File: src/rtl/resp_stream_fifo.sv
// resp_stream_fifo
//   Single-clock byte-stream FIFO for the controller response path. ALU results
//   can be several bytes long, and register-file reads are one byte. Both can be
//   pushed in the same cycle. Each source's bytes are stored atomically, LSB
//   first, and the FIFO presents one byte per accepted pop.
//
// Ports
//   CLK        system clock, rising edge
//   Reset      asynchronous active-low reset
//   ALU_valid  ALU result strobe
//   ALU_out    ALU result, byte 0 in bits [width-1:0]
//   ALU_len    number of ALU bytes to store (1..RES_BYTES)
//   RD_valid   register-read strobe
//   RD_out     register-read byte
//   RD_EN      pop request, one byte per cycle
//   Flush      synchronous clear of pointers, count and Overflow
//   Data       popped byte, held between pops
//   valid      one-cycle pulse qualifying Data
//   Embty      FIFO holds zero bytes
//   Full       FIFO holds FDPTH bytes
//   Count      bytes stored
//   Overflow   sticky, set when any push is rejected
module resp_stream_fifo #(
  parameter int width     = 8,
  parameter int RES_BYTES = 2,
  parameter int FDPTH     = 8
) (
  input  logic                             CLK,
  input  logic                             Reset,
  input  logic                             ALU_valid,
  input  logic [RES_BYTES*width-1:0]       ALU_out,
  input  logic [$clog2(RES_BYTES+1)-1:0]   ALU_len,
  input  logic                             RD_valid,
  input  logic [width-1:0]                 RD_out,
  input  logic                             RD_EN,
  input  logic                             Flush,
  output logic [width-1:0]                 Data,
  output logic                             valid,
  output logic                             Embty,
  output logic                             Full,
  output logic [$clog2(FDPTH+1)-1:0]       Count,
  output logic                             Overflow
);

  localparam int LW = $clog2(RES_BYTES + 1);
  localparam int PW = $clog2(FDPTH);
  localparam int CW = $clog2(FDPTH + 1);

  localparam logic [LW-1:0] MAX_LEN = LW'(RES_BYTES);
  localparam logic [CW-1:0] DEPTH   = CW'(FDPTH);

  logic [width-1:0] mem_q [FDPTH];

  logic [PW-1:0]    wptr_q, wptr_d;
  logic [PW-1:0]    rptr_q, rptr_d;
  logic [CW-1:0]    count_q, count_d;
  logic [width-1:0] data_q;
  logic             valid_q;
  logic             embty_q;
  logic             full_q;
  logic             ovf_q;

  logic [CW-1:0]    free;
  logic             len_ok;
  logic             alu_acc;
  logic [CW-1:0]    alu_n;
  logic             rd_acc;
  logic             pop;
  logic             ovf_set;
  logic [RES_BYTES-1:0] wen;
  logic [PW-1:0]    waddr [RES_BYTES];
  logic [PW-1:0]    rd_addr;

  // Free space is taken from the registered count, so a pop in the same cycle
  // does not make room for a push.
  always_comb begin
    free    = DEPTH - count_q;
    len_ok  = (ALU_len != '0) && (ALU_len <= MAX_LEN);
    alu_acc = ALU_valid && len_ok && (free >= CW'(ALU_len));
    alu_n   = alu_acc ? CW'(ALU_len) : '0;
    rd_acc  = RD_valid && (free >= alu_n + CW'(1));
    pop     = RD_EN && (count_q != '0);
    ovf_set = (ALU_valid && !alu_acc) || (RD_valid && !rd_acc);

    count_d = count_q + alu_n + CW'(rd_acc) - CW'(pop);
    wptr_d  = wptr_q + PW'(alu_n) + PW'(rd_acc);
    rptr_d  = rptr_q + PW'(pop);

    // The RD byte lands right after however many ALU bytes went in this cycle.
    rd_addr = wptr_q + PW'(alu_n);
    for (int unsigned i = 0; i < RES_BYTES; i++) begin
      wen[i]   = alu_acc && (LW'(i) < ALU_len);
      waddr[i] = wptr_q + PW'(i);
    end
  end

  always_ff @(posedge CLK) begin
    if (!Flush) begin
      for (int unsigned i = 0; i < RES_BYTES; i++) begin
        if (wen[i]) mem_q[waddr[i]] <= ALU_out[i*width +: width];
      end
      if (rd_acc) mem_q[rd_addr] <= RD_out;
    end
  end

  always_ff @(posedge CLK or negedge Reset) begin
    if (!Reset) begin
      wptr_q  <= '0;
      rptr_q  <= '0;
      count_q <= '0;
      data_q  <= '0;
      valid_q <= 1'b0;
      embty_q <= 1'b1;
      full_q  <= 1'b0;
      ovf_q   <= 1'b0;
    end else if (Flush) begin
      // Data keeps its last value across a flush.
      wptr_q  <= '0;
      rptr_q  <= '0;
      count_q <= '0;
      valid_q <= 1'b0;
      embty_q <= 1'b1;
      full_q  <= 1'b0;
      ovf_q   <= 1'b0;
    end else begin
      wptr_q  <= wptr_d;
      rptr_q  <= rptr_d;
      count_q <= count_d;
      valid_q <= pop;
      if (pop) data_q <= mem_q[rptr_q];
      embty_q <= (count_d == '0);
      full_q  <= (count_d == DEPTH);
      if (ovf_set) ovf_q <= 1'b1;
    end
  end

  assign Data     = data_q;
  assign valid    = valid_q;
  assign Embty    = embty_q;
  assign Full     = full_q;
  assign Count    = count_q;
  assign Overflow = ovf_q;

endmodule

File: config.mk
export PLATFORM = sky130hd
export DESIGN_NAME = resp_stream_fifo
export DESIGN_NICKNAME = d
export VERILOG_FILES = /design/src/rtl/resp_stream_fifo.sv
export SDC_FILE = /design/constraint.sdc
export NUM_CORES = 1
export LEC_CHECK = 0
export CAP_MARGIN = 20
export CORE_UTILIZATION = 55
export CTS_CLUSTER_SIZE = 20
export DETAILED_ROUTE_END_ITERATION = 8
export GPL_TIMING_DRIVEN = 0
export PLACE_DENSITY = 0.77
export SETUP_SLACK_MARGIN = 0.5
export SYNTH_ARGS = -nofsm -noshare
export SYNTH_HDL_FRONTEND = slang
export SYNTH_SLANG_ARGS = --single-unit
export TNS_END_PERCENT = 30
File: constraint.sdc
create_clock -name CLK -period 5.8 [get_ports CLK]
set_clock_uncertainty 0.1 [all_clocks]
set_input_delay 1.16 -clock CLK [delete_from_list [all_inputs] [get_ports CLK]]
set_output_delay 1.16 -clock CLK [all_outputs]
set_load 0.02 [all_outputs]
==> results of run 1 <==
## layer usage
| metal | up-vias | track usage, % |
|---|---|---|
| li1 | 1870 | - |
| met1 | 1974 | 36.6 |
| met2 | 198 | 45.8 |
| met3 | 37 | 5.59 |
| met4 | 0 | 14.4 |
| met5 | - | 0 |
## logic make-up after synthesis
kind of cell | share of synthesized area [%]
xor gates and xnor gates | 1.91
buffers and inverters | 5.53
DFF | 45.6
and+or+nand+nor | 8.90
muxes | 19.9
AOI/OAI and AO/OA | 12.7
adders and majority gates | 5.49
## final timing paths
kind / end / slack [ps] / cells past startpoint
max: Full$_DFF_PN0_ / 700 / 20
min: Data[5]$_DFFE_PN0P_ / 440 / 2
max reg2reg: Full$_DFF_PN0_ / 1170 / 20
min reg2reg: Data[5]$_DFFE_PN0P_ / 440 / 2
max in group asynchronous: Embty$_DFF_PN1_ / 4200 / 2
min in group asynchronous: Data[7]$_DFFE_PN0P_ / 910 / 1
## what timing repair did
item,CTS,global route
resized for setup,2,2
setup buffers,2,2
pin swaps,2,2
setup endpoints to repair,45,18
## cells in the final DEF, fill, tap and decap left out, types with 7 or more instances in the layout
cell and instances:
mux2i_1 72, mux4_2 16, inv_1 23, edfxtp_1 64, nor2_1 83, clkbuf_8 9, dfrtp_1 21, buf_2 15
xnor2_1 7, buf_1 10, clkdlybuf4s50_1 22, a211oi_1 7, nor2b_1 9, ha_1 19, a21oi_1 77, clkbuf_1 27
## through the flow
| stage | total power [uW] | utilization, % |
|---|---|---|
| final | 2450 | 64.6 |
| after global routing | 2590 | 64.6 |
| after CTS | 2440 | 64.1 |
| after detailed placement | 1970 | 61.7 |
| after global placement | 1930 | 61.7 |
| after floorplan | 1640 | - |
## synth_stat cells (3+ instances only)
cell / instances / area [um2]
a211o_1: 6 / 52.6
a211oi_1: 7 / 52.6
a21oi_1: 77 / 385
buf_1: 10 / 37.5
buf_2: 15 / 75.1
clkbuf_1: 27 / 101
dfrtp_1: 21 / 526
edfxtp_1: 64 / 1920
fa_1: 3 / 60.1
ha_1: 19 / 238
inv_1: 23 / 86.3
mux2i_1: 72 / 721
mux4_2: 16 / 360
nand2_1: 6 / 22.5
nand3_1: 3 / 15.0
nor2_1: 83 / 312
nor2b_1: 9 / 56.3
o2111ai_2: 4 / 60.1
o211ai_2: 4 / 50.1
xnor2_1: 7 / 61.3
xor2_1: 3 / 26.3
## where the power goes
part	leakage [uW]	internal [uW]	switching, uW
clock network	0.000102	171	256
registers	0.000850	799	56.2
logic	0.00135	472	695
## flip-flops by register name, summed over array words and instances, names as in the netlist
register,count
Data,8
Full,1
mem_q,64
rptr_q,3
valid,1
Count,4
Embty,1
Overflow,1
wptr_q,3
## cell type report
cell class | instances | area (um2) | share of cell area [%]
multi-input cells | 339 | 2680 | 44.1
flip-flops and latches | 86 | 2470 | 40.7
repair buffers | 27 | 265 | 4.36
plain buffers | 52 | 214 | 3.52
well taps | 129 | 161 | 2.66
clock buffers | 9 | 124 | 2.04
inverters | 23 | 86.3 | 1.42
clock inverters | 7 | 76.3 | 1.26
## critical path, cell delays in order
cell and delay (ps):
clkdlybuf4s50_1 490, inv_1 70, ha_1 330, a211oi_4 270
a21oi_1 160, nand2_1 180, inv_1 100, ha_1 280
inv_1 30, ha_1 260, nand2_1 80, o21ai_4 160
nor2_1 80, nor2b_1 210, inv_1 80, fa_1 430
fa_1 420, xor2_2 180, nand3_1 100, nor3_1 220
==> flow_metrics.tcl, run 1 <==
set metrics [dict create \
    cts_buffers 9 \
    final_cells 672 \
    yosys_warnings 0 \
    clock_sinks 86 \
    dieArea_mm2 0.0103 \
    finalNetCount 592 \
    vias 4079 \
    dieWidth_um 101 \
    grt_max_degree 23 \
    start_kind "input pin" \
    finalMaxSlewViolations 0 \
    maxCapViolations 0 \
    yosys.cell_types.count 38 \
    setup_violations 0 \
    synth_edf_count 64 \
    synth_area_mm2 0.00543 \
    wl_met3_um 1040 \
    dp.cells 651 \
    synth_cells 500 \
    die_y_um 101 \
    period_share_pct 87.9 \
    yosysSeqAreaShare_pct 45.6 \
    firstDrtPassIters 5 \
    finalHoldViolations 0 \
    area_growth_pct 12.0 \
    placed_cell_area_mm2 0.00581 \
    hold_ws_ps 438 \
    wl_met2_um 6740 \
    totalWireLength_um 13800 \
    grt_util_all_layers_pct 28.4 \
    cts_hold_buffers 0 \
    final.setup.tns_ps 0 \
    h-tree-depth 3 \
    place_hpwl_um 9900 \
    slew_headroom_pct 41.8 \
    crit_start "ALU_len[1]" \
    synthesis.nets 554 \
    core-area_mm2 0.00942 \
    vias_per_cell 6.07 \
    rsz0062_at_grt "yes" \
    nFillCells 725 \
    dr.first_iter.drc_count 366 \
    n_antenna_cell 0 \
    cts_tree "yes" \
    p_leak_uw 0.00230 \
    grt_pass1_vias 3947 \
    drtAntennaViolNets 0 \
    place.gp.congestion 0.862 \
    ys_ff_latch 86 \
    stdcell_area_mm2 0.00608 \
    critPathCaptureType "register" \
    placementRows 35 \
    outcome "finished clean" \
    cp_max_fo 4 \
    syn_avg_cell_area_um2 10.9 \
    setup_slack_ps 699 \
    layout-drive-gt1-share_pct 12.5 \
    root_buffer "clkbuf_8" \
    clk_latency_ps 370 \
    wl_per_cell_um 20.5 \
    cts.clk_slew.worst_paths_ps 100 \
    crit_required_ps 5980 \
    critical_path_class "input pin to register" \
    worstPathArrival_ps 5280 \
    grt_pass1_wl_um 21100 \
    numPortBuffers 22 \
    antenna_found_initial 0 \
    dp_slack_ps -577 \
    r2r-start "Count[0]$_DFF_PN0_" \
    clk_path_buf_depth 2 \
    wl_met1_um 5410 \
    async_flop_share_pct 25.6 \
    ys.flop_type "edfxtp_1" \
    io_pins 48 \
    worst_pin_slew_ps 867 \
    max_freq_mhz 196 \
    initial_core_util_pct 57.6 \
    hp-class "register to register" \
    drc_errors 0 \
    vdd_drop_max_mv 0.324 \
    maxUsedRoutingLayer "met4" \
    grt.overflow.total 0 \
    p_per_area_mw_per_mm2 403 \
    min_from "Data[5]$_DFFE_PN0P_" \
    period_minus_slack_ps 5100 \
]
No activity file was read; power rests on OpenSTA's default activity.
==> inputs of run 2 (changes only) <==
--- a/config.mk
+++ b/config.mk
@@ -10,6 +10,7 @@
 export CTS_CLUSTER_SIZE = 20
 export DETAILED_ROUTE_END_ITERATION = 8
 export GPL_TIMING_DRIVEN = 0
+export HOLD_SLACK_MARGIN = 0.08
 export PLACE_DENSITY = 0.77
 export SETUP_SLACK_MARGIN = 0.5
 export SYNTH_ARGS = -nofsm -noshare
==> results of run 2 <==
No change in the layout: final DEF, timing and power equal those of run 1.
